## src/rtl/keypad_scan.sv

```systemverilog
// 4x4 matrix keypad scanner: one row driven low per scan tick, debounced press/release.
// Events are registered one cycle after the accepting tick; there is no backpressure.
module keypad_scan #(
  parameter int SCAN_DIV       = 200000,
  parameter int DEBOUNCE_SCANS = 4
) (
  input  logic       clk,
  input  logic       rst,
  input  logic [3:0] col_in,
  output logic [3:0] row_out,
  output logic [3:0] key_code,
  output logic       key_valid,
  output logic       key_down
);

  localparam int                 CNT_W     = (SCAN_DIV > 1) ? $clog2(SCAN_DIV) : 1;
  localparam logic [CNT_W-1:0]   TICK_LAST = CNT_W'(SCAN_DIV - 1);
  localparam logic [3:0]         DB_TARGET = 4'(DEBOUNCE_SCANS);

  typedef enum logic [1:0] {
    SCAN,
    PRESS_DB,
    HOLD,
    RELEASE_DB
  } state_t;

  state_t           state, state_n;
  logic [CNT_W-1:0] tick_cnt;
  logic             tick;
  logic [1:0]       row_idx, row_n;
  logic [1:0]       cap_col, col_n;
  logic [3:0]       db_cnt, db_n, db_inc;
  logic [3:0]       code_n;
  logic             valid_n, down_n;
  logic             any_low, cap_low;
  logic [1:0]       win_col;

  // Free-running row dwell timer; tick marks the sampling cycle.
  always_ff @(posedge clk) begin
    if (rst) begin
      tick_cnt <= '0;
    end else if (tick) begin
      tick_cnt <= '0;
    end else begin
      tick_cnt <= tick_cnt + 1'b1;
    end
  end

  assign tick = (tick_cnt == TICK_LAST);

  // Lowest-index low column wins; scanning downward lets it overwrite higher ones.
  always_comb begin
    win_col = 2'd0;
    for (int c = 3; c >= 0; c--) begin
      if (!col_in[c]) begin
        win_col = 2'(c);
      end
    end
  end

  assign any_low = ~&col_in;
  assign cap_low = ~col_in[cap_col];
  assign db_inc  = (db_cnt >= DB_TARGET) ? DB_TARGET : db_cnt + 4'd1;

  always_comb begin
    state_n = state;
    row_n   = row_idx;
    col_n   = cap_col;
    db_n    = db_cnt;
    code_n  = key_code;
    valid_n = 1'b0;
    down_n  = key_down;

    case (state)
      SCAN: begin
        if (tick) begin
          if (any_low) begin
            col_n = win_col;
            if (DB_TARGET <= 4'd1) begin
              code_n  = {row_idx, win_col};
              valid_n = 1'b1;
              down_n  = 1'b1;
              db_n    = 4'd0;
              state_n = HOLD;
            end else begin
              db_n    = 4'd1;
              state_n = PRESS_DB;
            end
          end else begin
            row_n = row_idx + 2'd1;
          end
        end
      end

      PRESS_DB: begin
        if (tick) begin
          if (cap_low) begin
            if (db_inc >= DB_TARGET) begin
              code_n  = {row_idx, cap_col};
              valid_n = 1'b1;
              down_n  = 1'b1;
              db_n    = 4'd0;
              state_n = HOLD;
            end else begin
              db_n = db_inc;
            end
          end else begin
            db_n    = 4'd0;
            row_n   = row_idx + 2'd1;
            state_n = SCAN;
          end
        end
      end

      HOLD: begin
        // Only the captured column matters here; other keys cannot retrigger.
        if (tick && !cap_low) begin
          if (DB_TARGET <= 4'd1) begin
            down_n  = 1'b0;
            db_n    = 4'd0;
            row_n   = row_idx + 2'd1;
            state_n = SCAN;
          end else begin
            db_n    = 4'd1;
            state_n = RELEASE_DB;
          end
        end
      end

      RELEASE_DB: begin
        if (tick) begin
          if (!cap_low) begin
            if (db_inc >= DB_TARGET) begin
              down_n  = 1'b0;
              db_n    = 4'd0;
              row_n   = row_idx + 2'd1;
              state_n = SCAN;
            end else begin
              db_n = db_inc;
            end
          end else begin
            db_n    = 4'd0;
            state_n = HOLD;
          end
        end
      end

      default: begin
        state_n = SCAN;
        db_n    = 4'd0;
      end
    endcase
  end

  always_ff @(posedge clk) begin
    if (rst) begin
      state     <= SCAN;
      row_idx   <= 2'd0;
      cap_col   <= 2'd0;
      db_cnt    <= 4'd0;
      key_code  <= 4'd0;
      key_valid <= 1'b0;
      key_down  <= 1'b0;
    end else begin
      state     <= state_n;
      row_idx   <= row_n;
      cap_col   <= col_n;
      db_cnt    <= db_n;
      key_code  <= code_n;
      key_valid <= valid_n;
      key_down  <= down_n;
    end
  end

  assign row_out = ~(4'b0001 << row_idx);

endmodule

```

## config.mk

```make
export PLATFORM = sky130hd
export DESIGN_NAME = keypad_scan
export DESIGN_NICKNAME = d
export VERILOG_FILES = /design/src/rtl/keypad_scan.sv
export SDC_FILE = /design/constraint.sdc
export NUM_CORES = 1
export LEC_CHECK = 0
export CELL_PAD_IN_SITES_DETAIL_PLACEMENT = 1
export CELL_PAD_IN_SITES_GLOBAL_PLACEMENT = 2
export CORE_UTILIZATION = 35
export DETAILED_ROUTE_END_ITERATION = 10
export DONT_BUFFER_PORTS = 1
export PLACE_DENSITY = 0.76
export SYNTH_ARGS = -nofsm -noshare
export SYNTH_HDL_FRONTEND = slang
export SYNTH_SLANG_ARGS = --single-unit
```

## constraint.sdc

```tcl
create_clock -name clk -period 5.8 [get_ports clk]
set_clock_uncertainty 0.2 [all_clocks]
set_input_delay 0.87 -clock clk [delete_from_list [all_inputs] [get_ports clk]]
set_output_delay 0.87 -clock clk [all_outputs]
set_load 0.05 [all_outputs]
```

==> results of run 1 <==
placed cells by master (no fill, tap or decap), types with 5 or more instances in the layout:
cell      Yosys  routed
mux2i_1       6       6
o31ai_1       5       5
nand3_1       7       7
nor3_1        6       6
inv_1        14      14
xor2_1        8       8
ha_1         10      10
nand4_1       7       7
clkbuf_8      0       6
xnor2_1       8       8
nor2_1       35      35
nand2_1       7       7
dfxtp_1      34      34
area by class of cell:
| cell class | count | area [sq um] |
|---|---|---|
| Clock buffer | 6 | 82.6 |
| Clock inverter | 2 | 12.5 |
| Multi-Input combinational cell | 144 | 1030 |
| Sequential cell | 34 | 681 |
| Fill cell | 570 | 2900 |
| Tap cell | 67 | 83.8 |
| Inverter | 14 | 52.6 |
worst max-delay path: stages (launching register included):
cell and delay [ns]:
dfxtp_1 0.39, and3_1 0.25, nand3_1 0.39, o31a_1 0.48
nor3_1 0.45, a311oi_1 0.18
per-stage QoR:
stage / utilization (%) / worst slack, ns / instances
2_1_floorplan: - / 3.26 / 199
3_3_place_gp: 38.1 / 3.18 / 259
3_5_place_dp: 38.1 / 3.13 / 259
4_1_cts: 40.1 / 3.30 / 267
5_1_grt: 40.1 / 3.10 / 267
6_report: 40.1 / 3.32 / 267
power breakdown:
| group | internal, mW | switching (mW) | total, mW |
|---|---|---|---|
| Sequential | 0.239 | 0.00610 | 0.245 |
| Combinational | 0.0197 | 0.0401 | 0.0598 |
| Clock | 0.0954 | 0.0904 | 0.186 |
| Total | 0.354 | 0.137 | 0.491 |
registers in the layout, indices dropped and copies added, names as in the netlist, named ones only:
register,count
cap_col,2
db_cnt,4
key_code,4
key_down,1
key_valid,1
row_idx,2
state,1
tick_cnt,18
path summary, 6_finish.rpt:
kind,slack [ns],cells past startpoint,start,to
min,0.24,1,tick_cnt[0],tick_cnt[0]
max,3.32,5,tick_cnt[2],state[0]
max reg2reg,3.32,5,tick_cnt[2],state[0]
min reg2reg,0.24,1,tick_cnt[0],tick_cnt[0]
layer usage:
metal,global-route usage (%),share of wire [%],vias to the layer above,wire length [um]
li1,-,-,695,-
met5,0,0,-,0
met2,29.7,51,15,1920
met1,18.7,46,678,1760
met3,3.70,1.6,6,60
met4,7.69,1.5,0,57
cells by family (layout without fill, tap and decap cells):
| family | Yosys count | count (layout) | share of synthesized area (%) |
|---|---|---|---|
| and+or+nand+nor | 87 | 87 | 27.9 |
| xor gates and xnor gates | 16 | 16 | 7.77 |
| muxes | 9 | 9 | 5.83 |
| adders and majority gates | 10 | 10 | 6.93 |
| buffers and inverters | 21 | 22 | 5.06 |
| AOI/OAI and AO/OA | 22 | 22 | 8.74 |
| DFF | 34 | 34 | 37.7 |
==> key figures, run 1 <==
Pwr
  – Pleak: 0.691 nW
  – Peak supply drop: 0.105 mV
  – Final Power: 0.491 mW
  – Power Dens Cells: 252 nW/um^2

Place
  – Post-DP Area: 1850 sq um
  – IO Port Bufs: 0
  – Routability cong.: 0.864
  – Final HPWL from detailed placement: 2790 um

Finish
  – Final non-filler cell area: 1940 sq um
  – Area Growth Syn to Fin: 7.77%
  – Diode count: 0
  – Nets@finish: 215
  – Proportion of layout cells with a drive suffix above 1: 10.5%

Die
  – Core Footprint: 4850 sq um
  – DIE AREA: 5450 sq um
  – Die width: 73.8 um
  – Ports: 16
  – Initial Util: 37.2%
  – Die Y-Extent: 73.8 um
  – Row count: 25

Route
  – DRC: 0
  – Vias per cell: 5.22
  – Via count: 1394
  – Drt wl/cell: 14.2 um
  – DRT iter0 DRCs: 34
  – Final ANT Viol Nets: 0
  – Total Routed Length: 3800 um
  – Drt pass-1 iters: 4

Yosys
  – Synth cell types: 46
  – Post-synth EDFFs: 0
  – Synth Instances: 199
  – Synthesized area: 1800 sq um
  – Top cell type's share of synthesized area: 37.7%
  – Top-count cell post-synth: nor2_1
  – Synth cell count leaders: 35 x nor2_1, 34 x dfxtp_1, 14 x inv_1, 10 x ha_1
  – Syn_area_per_cell: 9.07 sq um
  – Leading area contributor after synthesis: dfxtp_1
  – Yosys warning total: 0
  – Post-synth ARST share: 0%
  – Syn_nets: 215
  – Synth Flop Type: dfxtp_1
  – Ranking of synthesized cells by area: dfxtp_1 38%, nor2_1 7.3%, ha_1 6.9%
  – Synth Register Bits: 34
  – Seq/Total Area, Yosys: 37.7%

Clock network
  – Post-CTS setup buffer count: 0
  – Clk pin slew, worst setup/hold paths: 0.07 ns
  – CTS root buf: clkbuf_8
  – Clock Latency Late Sink: 0.29 ns
  – Clk buf depth: 2
  – CTS buffer count: 5
  – H-tree Lvls: 2
  – Clk sinks: 34
  – Cts repair resizes: 0
  – CTS Hold Bufs: 0
  – CTS tree: done

Setup path
  – CP endpoint kind: register
  – CP Max Fanout: 11
  – Crit path DAT: 2.43 ns
  – Critical path type: reg -> reg
  – Worst endpoint required time: 5.75 ns
  – Critical path startpoint category: register

GRT
  – Vias in the first global route: 1430
  – Initial antenna violation count: 0
  – Total GRT Usage: 16.6%
  – Largest net degree at the start of global routing: 23
  – GRT overflow: 0
  – First-pass GRT wire length: 6810 um

Timing
  – Post-layout min period: 2.48 ns
  – Pins Over Slew Limit: 0
  – Max-Slew Margin vs Limit: 62.9%
  – Fin Setup TNS: 0 ns
  – Setup violators final: 0
  – RSZ-0062 raised after global routing: no
  – Worst Tran Pin Value: 0.552 ns
  – Final hold slack: 0.241 ns
  – Hold Vio Cnt, Final: 0
  – F_max: 403 MHz
  – Final worst-path cycle share: 42.8%

Run status
  – Status: finished clean

Worst hold path
  – Worst Hold Class: reg -> reg

Run
  – Max Cap Violations: 0
Power figures use the tool's default switching activity.
==> run 2: changes to the inputs <==
--- a/config.mk
+++ b/config.mk
@@ -10,7 +10,7 @@
 export CORE_UTILIZATION = 35
 export DETAILED_ROUTE_END_ITERATION = 10
 export DONT_BUFFER_PORTS = 1
-export PLACE_DENSITY = 0.76
+export PLACE_DENSITY = 0.79
 export SYNTH_ARGS = -nofsm -noshare
 export SYNTH_HDL_FRONTEND = slang
 export SYNTH_SLANG_ARGS = --single-unit
==> constraint.sdc (replaced) <==
create_clock -name clk -period 2.2 [get_ports clk]
set_clock_uncertainty 0.2 [all_clocks]
set_input_delay 0.33 -clock clk [delete_from_list [all_inputs] [get_ports clk]]
set_output_delay 0.33 -clock clk [all_outputs]
set_load 0.05 [all_outputs]
==> key figures, run 2 (synthesis results as in run 1) <==
Finish
  – Proportion of layout cells with a drive suffix above 1: 20.4% (+9.9 points)
  – Diode count: 0 (unchanged)
  – Final core utilization: 43.7% (+3.6 points)
  – Largest register FFs: 18 (unchanged)
  – Non-filler cells in the finished layout: 288 (+7.9%)
  – Area Growth Syn to Fin: 17.5%
  – Most flops, register: tick_cnt
  – Number of fill cells in the layout: 563 (-1.2%)
  – Largest regs: tick_cnt x18, db_cnt x4, key_code x4
  – Reg area: 682 sq um (+0.18%)
  – Commonest non-fill, non-tap cell in the layout: nor2_1
  – Commonest non-fill, non-tap cells in the layout: 35 x nor2_1, 33 x dfxtp_1, 21 x buf_4, 14 x inv_1, 10 x ha_1
  – Nets@finish: 237 (+10%)
  – Area occupied by multi-input gates: 1050 sq um (+2.2%)

Place
  – Pre-CTS setup slack: -0.0242 ns (-3.15 ns)
  – Routability cong.: 0.848 (-1.8%)
  – IO Port Bufs: 0 (unchanged)
  – Final HPWL from detailed placement: 3180 um (+14%)
  – Placed instance count: 276 (+6.6%)

Setup path
  – Slowest CP cell: mux4_2
  – CP peak stage delay: 0.57 ns (+0.09 ns)
  – CP endpoint kind: register
  – Crit path DAT: 2.12 ns (-0.31 ns)
  – Critical path type: reg -> reg
  – Most frequent CP cell: buf_4
  – Worst endpoint required time: 2.18 ns (-3.57 ns)
  – Critical path startpoint category: register
  – Crit path cell chain: mux4_2 -> buf_4 -> buf_4 -> a31oi_1 -> nor3_2 -> mux2_2
  – CP Max Fanout: 3 (-8)
  – Setup slack, reg-to-reg: 0.05 ns (-3.27 ns)

Clock network
  – CTS root buf: clkbuf_8
  – Clk buf depth: 2 (unchanged)
  – CTS buffer count: 5 (unchanged)
  – H-tree Lvls: 2 (unchanged)
  – Clk sinks: 34 (unchanged)
  – Clk pin slew, worst setup/hold paths: 0.07 ns (about the same)
  – Clock Latency Late Sink: 0.29 ns (about the same)
  – CTS tree: done

Timing
  – Final worst-path cycle share: 97.6% (+55 points)
  – RSZ-0062 raised after global routing: yes
  – Setup violators final: 0 (unchanged)
  – Worst Tran Pin Value: 0.582 ns (+0.0299 ns)
  – Hold Vio Cnt, Final: 0 (unchanged)
  – Pins Over Slew Limit: 0 (unchanged)
  – Fin worst setup slack: 0.0535 ns (-3.27 ns)
  – F_max: 466 MHz (+16%)
  – Post-layout min period: 2.15 ns (-0.335 ns)
  – Max-Slew Margin vs Limit: 61.1% (-1.8 points)
  – Final hold slack: 0.0210 ns (-0.220 ns)

GRT
  – GRT overflow: 0 (unchanged)
  – Largest net degree at the start of global routing: 17 (-26%)
  – Initial antenna violation count: 0 (unchanged)
  – First-pass GRT wire length: 7210 um (+5.9%)
  – Vias in the first global route: 1572 (+9.9%)
  – Total GRT Usage: 17.6% (+0.91 points)

Die
  – Core Footprint: 4850 sq um (unchanged)
  – DIE AREA: 5450 sq um (unchanged)
  – Row count: 25 (unchanged)
  – Initial Util: 37.2% (unchanged)
  – Ports: 16 (unchanged)
  – Die Y-Extent: 73.8 um (unchanged)
  – Die width: 73.8 um (unchanged)

Route
  – Via count: 1474 (+5.7%)
  – Drt wl/cell: 14.5 um (+1.9%)
  – Total Routed Length: 4180 um (+9.9%)
  – DRT iter0 DRCs: 26 (-24%)
  – Final ANT Viol Nets: 0 (unchanged)
  – DRC: 0 (unchanged)
  – Vias per cell: 5.12 (-2.0%)
  – Drt pass-1 iters: 4 (unchanged)

Run
  – Max Cap Violations: 0 (unchanged)

Run status
  – Status: finished clean

Pwr
  – Pleak: 0.802 nW (+16%)
  – Power Dens Cells: 599 nW/um^2 (+140%)
  – Peak supply drop: 0.261 mV (+150%)

Worst hold path
  – Worst Hold Class: in -> reg
-- run 2: cell types whose count changed in the layout (fill, tap and decap cells not counted), sizes merged --
cell,before,now
dlygate4sd3,0,1
buf,0,21
clkbuf,6,5
clkinvlp,1,0
clkinv,1,2
-- run 2: path summary, 6_finish.rpt --
| check | startpoint | to | cells past startpoint |
|---|---|---|---|
| worst max-delay path | cap_col[0] | row_idx[0] | 6 |
| worst min-delay path | rst | cap_col[1] | 2 |
| worst max register to register | cap_col[0] | row_idx[0] | 6 |
| worst min register to register | tick_cnt[0] | tick_cnt[0] | 1 |
-- run 2: critical path: cells and delay by family (launching register included) --
kind                   cells  cell delay [ns]
DFF                        1             0.35
muxes                      2             0.85
and+or+nand+nor            1             0.09
AOI/OAI and AO/OA          1             0.23
buffers and inverters      2             0.31
-- run 2: final cells by class --
cell class	count	share of cell area, %
inverters	14	2.48
clock buffers	5	3.25
repair buffers	22	7.91
clock inverters	2	0.472
multi-input cells	144	49.8
well taps	67	3.96
flip-flops and latches	34	32.2
-- run 2: routing by layer --
| metal | global-route usage, % | vias to the layer above | wire, um |
|---|---|---|---|
| met2 | 32.9 | 20 | 2180 |
| met5 | 0 | - | 0 |
| met3 | 4.66 | 6 | 96 |
| met1 | 18.8 | 711 | 1840 |
| met4 | 5.98 | 0 | 58 |
| li1 | - | 737 | - |
-- run 2: per-stage QoR --
step	total power [mW]	instance area [sq um]	TNS, ns
final	1.27	2120	0
after CTS	1.28	2080	0
after detailed placement	0.829	1980	-0.0242
after global routing	1.34	2120	-0.0557
after global placement	0.822	1980	0
after floorplan	0.793	1800	0
-- run 2: power by group --
group,leakage (nW),internal [mW],switching (mW)
sequential,0.275,0.630,0.0158
combinational,0.483,0.0671,0.117
clock,0.0438,0.212,0.227
-- run 2: repair_timing --
| action | CTS | global route |
|---|---|---|
| buffers inserted | 2 | 2 |
| pin swaps | 0 | 1 |
| endpoints found under the setup margin | 1 | 5 |
| endpoints found under the hold margin | 15 | 0 |
| gates resized for setup | 1 | 4 |
| hold buffers | 1 | 0 |
